$ cat src/rtl/uart_pkg.sv
// ---------------------------------------------------------------------------
// uart_pkg
// Constants shared by the UART transmitter: FSM state encoding, parity-type
// codes, the prescale field width, and the parity-bit helper.
// ---------------------------------------------------------------------------
package uart_pkg;

    // Width of the Prescale field (clk cycles per bit period).
    localparam int PRESCALE_W = 5;

    // FSM state encoding, kept as plain constants for legacy tools.
    localparam logic [2:0] IDLE   = 3'd0;
    localparam logic [2:0] START  = 3'd1;
    localparam logic [2:0] DATA   = 3'd2;
    localparam logic [2:0] PARITY = 3'd3;
    localparam logic [2:0] STOP   = 3'd4;

    // Parity type codes as seen on PAR_TYP.
    localparam logic PAR_EVEN = 1'b0;
    localparam logic PAR_ODD  = 1'b1;

    // Parity bit from the XOR-reduction of the data word: even parity sends
    // the reduction itself, odd parity sends its inverse.
    function automatic logic parity_bit(input logic data_xor, input logic par_typ);
        logic result;
        if (par_typ == PAR_ODD) begin
            result = ~data_xor;
        end else begin
            result = data_xor;
        end
        return result;
    endfunction

endpackage

$ cat src/rtl/tx_bit_counter.sv
// ---------------------------------------------------------------------------
// tx_bit_counter
// Per-bit edge counter and data-bit index counter for the UART transmitter.
//   clk, rst    : clock, synchronous active-high reset
//   active      : a frame is in progress (counters held at 0 otherwise)
//   data_phase  : the FSM is sending data bits (bit index advances)
//   prescale    : captured cycles-per-bit, 0 treated as 1
//   edge_cnt    : position inside the current bit period, 0..P-1
//   bit_cnt     : index of the data bit being sent, 0..DATA_WIDTH-1
//   bit_done    : high on the last cycle of the current bit period
// ---------------------------------------------------------------------------
module tx_bit_counter
    import uart_pkg::*;
#(
    parameter int DATA_WIDTH = 8,
    localparam int BIT_W = (DATA_WIDTH > 1) ? $clog2(DATA_WIDTH) : 1
) (
    input  logic                  clk,
    input  logic                  rst,
    input  logic                  active,
    input  logic                  data_phase,
    input  logic [PRESCALE_W-1:0] prescale,
    output logic [PRESCALE_W-1:0] edge_cnt,
    output logic [BIT_W-1:0]      bit_cnt,
    output logic                  bit_done
);

    logic [PRESCALE_W-1:0] edge_cnt_q;
    logic [PRESCALE_W-1:0] edge_cnt_d;
    logic [BIT_W-1:0]      bit_cnt_q;
    logic [BIT_W-1:0]      bit_cnt_d;
    logic [PRESCALE_W-1:0] last_edge_s;

    // Last count value of a bit period; Prescale=0 behaves like Prescale=1.
    always_comb begin
        if (prescale == {PRESCALE_W{1'b0}}) begin
            last_edge_s = {PRESCALE_W{1'b0}};
        end else begin
            last_edge_s = prescale - {{(PRESCALE_W-1){1'b0}}, 1'b1};
        end
    end

    assign bit_done = active && (edge_cnt_q == last_edge_s);

    // Next-state of the edge and bit-index counters.
    always_comb begin
        edge_cnt_d = edge_cnt_q;
        bit_cnt_d  = bit_cnt_q;
        if (!active) begin
            edge_cnt_d = {PRESCALE_W{1'b0}};
            bit_cnt_d  = {BIT_W{1'b0}};
        end else if (bit_done) begin
            edge_cnt_d = {PRESCALE_W{1'b0}};
            if (data_phase) begin
                if (bit_cnt_q == BIT_W'(DATA_WIDTH - 1)) begin
                    bit_cnt_d = {BIT_W{1'b0}};
                end else begin
                    bit_cnt_d = bit_cnt_q + {{(BIT_W-1){1'b0}}, 1'b1};
                end
            end else begin
                bit_cnt_d = bit_cnt_q;
            end
        end else begin
            edge_cnt_d = edge_cnt_q + {{(PRESCALE_W-1){1'b0}}, 1'b1};
        end
    end

    // Counter registers with synchronous reset.
    always_ff @(posedge clk) begin
        if (rst) begin
            edge_cnt_q <= {PRESCALE_W{1'b0}};
            bit_cnt_q  <= {BIT_W{1'b0}};
        end else begin
            edge_cnt_q <= edge_cnt_d;
            bit_cnt_q  <= bit_cnt_d;
        end
    end

    assign edge_cnt = edge_cnt_q;
    assign bit_cnt  = bit_cnt_q;

endmodule

$ cat src/rtl/uart_tx.sv
// ---------------------------------------------------------------------------
// uart_tx
// UART transmitter: start bit, DATA_WIDTH data bits LSB first, optional
// parity bit, one stop bit. Each bit lasts Prescale clk cycles.
//   clk, rst   : clock, synchronous active-high reset
//   P_DATA     : parallel word to send, captured on Data_Valid in IDLE
//   Data_Valid : send request, ignored while a frame is in progress
//   PAR_EN     : 1 = insert parity bit
//   PAR_TYP    : 0 = even, 1 = odd parity
//   Prescale   : clk cycles per bit period (0 behaves as 1)
//   TX_OUT     : registered serial line, idle high
//   busy       : registered, high for the whole frame
// ---------------------------------------------------------------------------
module uart_tx
    import uart_pkg::*;
#(
    parameter int DATA_WIDTH = 8,
    localparam int BIT_W = (DATA_WIDTH > 1) ? $clog2(DATA_WIDTH) : 1
) (
    input  logic                  clk,
    input  logic                  rst,
    input  logic [DATA_WIDTH-1:0] P_DATA,
    input  logic                  Data_Valid,
    input  logic                  PAR_EN,
    input  logic                  PAR_TYP,
    input  logic [PRESCALE_W-1:0] Prescale,
    output logic                  TX_OUT,
    output logic                  busy
);

    logic [2:0]            state_q,    state_d;
    logic [DATA_WIDTH-1:0] shift_q,    shift_d;
    logic                  par_en_q,   par_en_d;
    logic                  par_bit_q,  par_bit_d;
    logic [PRESCALE_W-1:0] prescale_q, prescale_d;
    logic                  tx_q,       tx_d;
    logic                  busy_q,     busy_d;

    logic                  active_s;
    logic                  data_phase_s;
    logic                  bit_done_s;
    logic                  bit_last_s;
    logic [BIT_W-1:0]      bit_cnt_s;
    // The FSM only needs bit_done; the edge count is kept for observability.
    logic [PRESCALE_W-1:0] unused_edge_cnt_s;

    assign active_s     = (state_q != IDLE);
    assign data_phase_s = (state_q == DATA);
    assign bit_last_s   = (bit_cnt_s == BIT_W'(DATA_WIDTH - 1));

    tx_bit_counter #(
        .DATA_WIDTH (DATA_WIDTH)
    ) u_bit_counter (
        .clk        (clk),
        .rst        (rst),
        .active     (active_s),
        .data_phase (data_phase_s),
        .prescale   (prescale_q),
        .edge_cnt   (unused_edge_cnt_s),
        .bit_cnt    (bit_cnt_s),
        .bit_done   (bit_done_s)
    );

    // FSM next-state; TX_OUT/busy are computed for the next cycle so that
    // both leave flops with no combinational path to the pins.
    always_comb begin
        state_d    = state_q;
        shift_d    = shift_q;
        par_en_d   = par_en_q;
        par_bit_d  = par_bit_q;
        prescale_d = prescale_q;
        tx_d       = tx_q;
        busy_d     = busy_q;
        case (state_q)
            IDLE: begin
                if (Data_Valid) begin
                    state_d    = START;
                    shift_d    = P_DATA;
                    par_en_d   = PAR_EN;
                    // Parity is frozen at capture because the shift
                    // register is consumed as the bits go out.
                    par_bit_d  = parity_bit(^P_DATA, PAR_TYP);
                    prescale_d = Prescale;
                    tx_d       = 1'b0;
                    busy_d     = 1'b1;
                end else begin
                    tx_d   = 1'b1;
                    busy_d = 1'b0;
                end
            end
            START: begin
                if (bit_done_s) begin
                    state_d = DATA;
                    tx_d    = shift_q[0];
                end else begin
                    state_d = START;
                end
            end
            DATA: begin
                if (bit_done_s) begin
                    if (bit_last_s) begin
                        if (par_en_q) begin
                            state_d = PARITY;
                            tx_d    = par_bit_q;
                        end else begin
                            state_d = STOP;
                            tx_d    = 1'b1;
                        end
                    end else begin
                        shift_d = shift_q >> 1;
                        tx_d    = shift_d[0];
                    end
                end else begin
                    state_d = DATA;
                end
            end
            PARITY: begin
                if (bit_done_s) begin
                    state_d = STOP;
                    tx_d    = 1'b1;
                end else begin
                    state_d = PARITY;
                end
            end
            STOP: begin
                if (bit_done_s) begin
                    state_d = IDLE;
                    tx_d    = 1'b1;
                    busy_d  = 1'b0;
                end else begin
                    state_d = STOP;
                end
            end
            default: begin
                state_d = IDLE;
                tx_d    = 1'b1;
                busy_d  = 1'b0;
            end
        endcase
    end

    // State, captured frame parameters and output registers.
    always_ff @(posedge clk) begin
        if (rst) begin
            state_q    <= IDLE;
            shift_q    <= {DATA_WIDTH{1'b0}};
            par_en_q   <= 1'b0;
            par_bit_q  <= 1'b0;
            prescale_q <= {PRESCALE_W{1'b0}};
            tx_q       <= 1'b1;
            busy_q     <= 1'b0;
        end else begin
            state_q    <= state_d;
            shift_q    <= shift_d;
            par_en_q   <= par_en_d;
            par_bit_q  <= par_bit_d;
            prescale_q <= prescale_d;
            tx_q       <= tx_d;
            busy_q     <= busy_d;
        end
    end

    assign TX_OUT = tx_q;
    assign busy   = busy_q;

endmodule

$ cat config.mk
export PLATFORM = sky130hd
export DESIGN_NAME = uart_tx
export DESIGN_NICKNAME = d
export VERILOG_FILES = /design/src/rtl/uart_pkg.sv /design/src/rtl/tx_bit_counter.sv /design/src/rtl/uart_tx.sv
export SDC_FILE = /design/constraint.sdc
export NUM_CORES = 1
export LEC_CHECK = 0
export ABC_AREA = 1
export CORE_MARGIN = 4
export CORE_UTILIZATION = 55
export DETAILED_ROUTE_END_ITERATION = 7
export GPL_TIMING_DRIVEN = 0
export MAX_ROUTING_LAYER = met4
export PLACE_DENSITY = 0.79
export RECOVER_POWER = 25
export SYNTH_ARGS = -nofsm -noshare
export SYNTH_HDL_FRONTEND = slang
export SYNTH_SLANG_ARGS = --single-unit
$ cat constraint.sdc
create_clock -name clk -period 2.54 [get_ports clk]
set_clock_uncertainty 0.05 [all_clocks]
set_input_delay 0.508 -clock clk [delete_from_list [all_inputs] [get_ports clk]]
set_output_delay 0.508 -clock clk [all_outputs]
set_load 0.01 [all_outputs]
==> run_results.csv <==
group,metric,value,unit
status,outcome,"finished clean",
routing,wl_per_cell,11.6,um
cts,cts-hold-fix-buffers,0,
synth,yosysSeqAreaShare,34.7,%
grt,antenna_found_initial,0,
floorplanning,start_util,58.0,%
power,power.density,522,nW/um^2
timing,whs,0.424,ns
setup_path,worst_setup_path_end_kind,"register",
synth,ys_types,28,
setup_path,start_kind,"register",
power,p_leak,0.838,nW
timing,fin_setup_tns,0,ns
placement,dp_hpwl,2.52,mm
grt,grt_start_max_net_pins,16,
routing,dr_total_vias,1465,
hold_path,min_path_cells,2,
grt,grt_first_pass_wirelength,5.86,mm
final_layout,insertedDiodeCount,0,
final_layout,final_cells,281,
setup_path,slowest_stage,"dfxtp_1",
synth,synth_fp_nets,249,
routing,ant_nets,0,
setup_path,path_cells,"inv_2, ha_1, inv_1, nand2_1, nand2_1, nand2_1, nand2_1, nand2_2, nand2_4, nor2_8, nand4_4, nand2_4, inv_4, nor2_2, nor2_1",
synth,yosys_register_bits,28,
placement,gp_congestion,0.893,
setup_path,max_stage_delay,0.33,ns
floorplanning,die_x,62.2,um
setup_path,path_buf_inv,3,
synth,yosysWarnings,0,
synth,avgSynthCellArea,7.11,um^2
setup_path,worstPathArrival,2.15,ns
floorplanning,die_area,3870,um^2
setup_path,crit_required,2.74,ns
flow_run,maxCapViolations,0,
grt,grt_overflow,0,
power,vdd_ir_drop_max,0.349,mV
floorplanning,num_rows,19,
cts,cts.clk_slew.worst_paths,0.15,ns
setup_path,path_class,"register to register",
setup_path,cp_max_fo,10,
timing,slew_headroom,72.9,%
setup_path,reg2reg_depth,15,
timing,finalSetupViolCount,0,
synth,syn_inst,227,
setup_path,cpMostUsedCell,"nand2_1",
timing,fin_crit_sh,76.7,%
floorplanning,ios,20,
grt,grt_pass1_vias,1426,
routing,drt-pass1-iter-count,4,
final_layout,area_delta_synth_final,16.4,%
cts,post_cts_buffers,0,
synth,synth-edff-count,0,
synth,synth_flop_cell,"dfxtp_1",
synth,synth_top_area_share,34.7,%
routing,drt_wl_total,3.27,mm
cts,cts_root_buf,"clkbuf_4",
routing,drt-initial-drc-count,60,
final_layout,drive_gt1_share,12.4,%
timing,fmax,0.513,GHz
timing,tightest_slew,0.406,ns
floorplanning,die_h,62.2,um
cts,clock_latency,0.33,ns
placement,portBuffers,19,
synth,synth_area,1610,um^2
final_layout,finalCoreUtilization,67.6,%
placement,post-place-cells,277,
synth,synth_area_leaders,"dfxtp_1, nand2_1, nor2_1, nand3_1, inv_1",
cts,cts_buffer_depth,2,
synth,async_flop_share,0,%
grt,grt_use_total,18.4,%
final_layout,layout.nets,273,
cts,cts_resized,0,
setup_path,critPathTopFamily,"simple AND/OR/NAND/NOR gates",
hold_path,hold_path_class,"register to register",
floorplanning,core-area,2780,um^2
cts,numClockSinks,28,
routing,via_per_inst,5.21,
timing,slew_violations,0,
setup_path,crit_cells,15,
timing,rsz0062_at_grt,"no",
routing,drc,0,
power,p_total,0.000981,W
synth,netlist.top_cell.by_area,"dfxtp_1",
cts,cts_made_buffers,3,
timing,hold_viol_final,0,
cts,cts.htree.levels,1,
timing,period_minus_slack,1.95,ns
cts,cts_tree,"built",
-- worst min-delay path, stage by stage (launching register included) --
cell and delay (ns):
dfxtp_1 0.34, nand2_1 0.06, a21oi_1 0.05
-- cells in the final DEF (no fill, tap or decap), types with 2 or more instances in the layout --
cell	n
nand2_1	55
o21ai_1	10
nand3_1	16
nor3_1	2
nor2_4	2
xnor2_1	5
clkbuf_1	2
nand2_2	3
clkbuf_4	3
clkdlybuf4s50_1	16
ha_1	4
nand3b_1	2
nor2_2	7
dfxtp_1	28
nor2_1	24
inv_2	4
xor2_1	5
dlygate4sd3_1	3
a21oi_1	12
nor2_8	2
o21ai_0	11
nand2_4	4
inv_1	21
-- per-stage QoR --
| stage | setup slack, ns | cell area (um^2) |
|---|---|---|
| finish | 0.592 | 1880 |
| floorplan | 0.819 | 1610 |
| detailed placement | 0.515 | 1840 |
| global placement | 0.512 | 1840 |
| CTS | 0.592 | 1880 |
| global route | 0.408 | 1880 |
-- kinds of logic after synthesis --
kind of cell / count (synthesis) / share of synthesized area [%]
adder cells (fa/ha/maj): 4 / 3.10
XOR/XNOR: 10 / 5.43
AND/OR/NAND/NOR: 121 / 38.6
buffers and inverters: 29 / 6.98
flip-flops: 28 / 34.7
AO/OA/AOI/OAI: 35 / 11.2
-- area by class of cell --
class                           count  area [um^2]
Inverter                           26          100
Sequential cell                    28          561
Timing Repair Buffer               19          190
Buffer                              3         12.5
Tap cell                           31         38.8
Fill cell                         242          902
Clock buffer                        4         36.3
Multi-Input combinational cell    170          941
-- final timing paths --
| path | endpoint | slack, ns | start |
|---|---|---|---|
| min | u_bit_counter.bit_cnt[1] | 0.42 | u_bit_counter.bit_cnt[1] |
| min reg2reg | u_bit_counter.bit_cnt[1] | 0.42 | u_bit_counter.bit_cnt[1] |
| max | shift_q[2] | 0.59 | prescale_q[0] |
| max reg2reg | shift_q[2] | 0.59 | prescale_q[0] |
-- per-layer routing --
layer | track usage, % | part of all wire (%) | vias up
met1 | 20.5 | 44 | 663
met4 | 6.78 | 2.2 | 0
met3 | 3.24 | 3.3 | 9
met2 | 32.5 | 50 | 20
met5 | - | 0 | -
li1 | - | - | 773
-- sequential cells by signal, summed over array words and instances, names as in the netlist --
name                    cells
busy                        1
TX_OUT                      1
prescale_q                  5
state_q                     3
par_bit_q                   1
u_bit_counter.edge_cnt      5
par_en_q                    1
u_bit_counter.bit_cnt       3
shift_q                     8
-- synth_stat cells, types with 5 or more instances --
cell type,instances
o21ai_1,10
nor2_1,24
xnor2_1,5
inv_1,21
nor2_2,7
xor2_1,5
o21ai_0,11
nand2_1,55
dfxtp_1,28
a21oi_1,12
nand3_1,16
-- power by group --
part           switching (W)  internal [W]
sequential         0.0000194      0.000469
combinational       0.000162      0.000109
clock               0.000133     0.0000879
total               0.000314      0.000667
No activity file was read; power rests on OpenSTA's default activity.
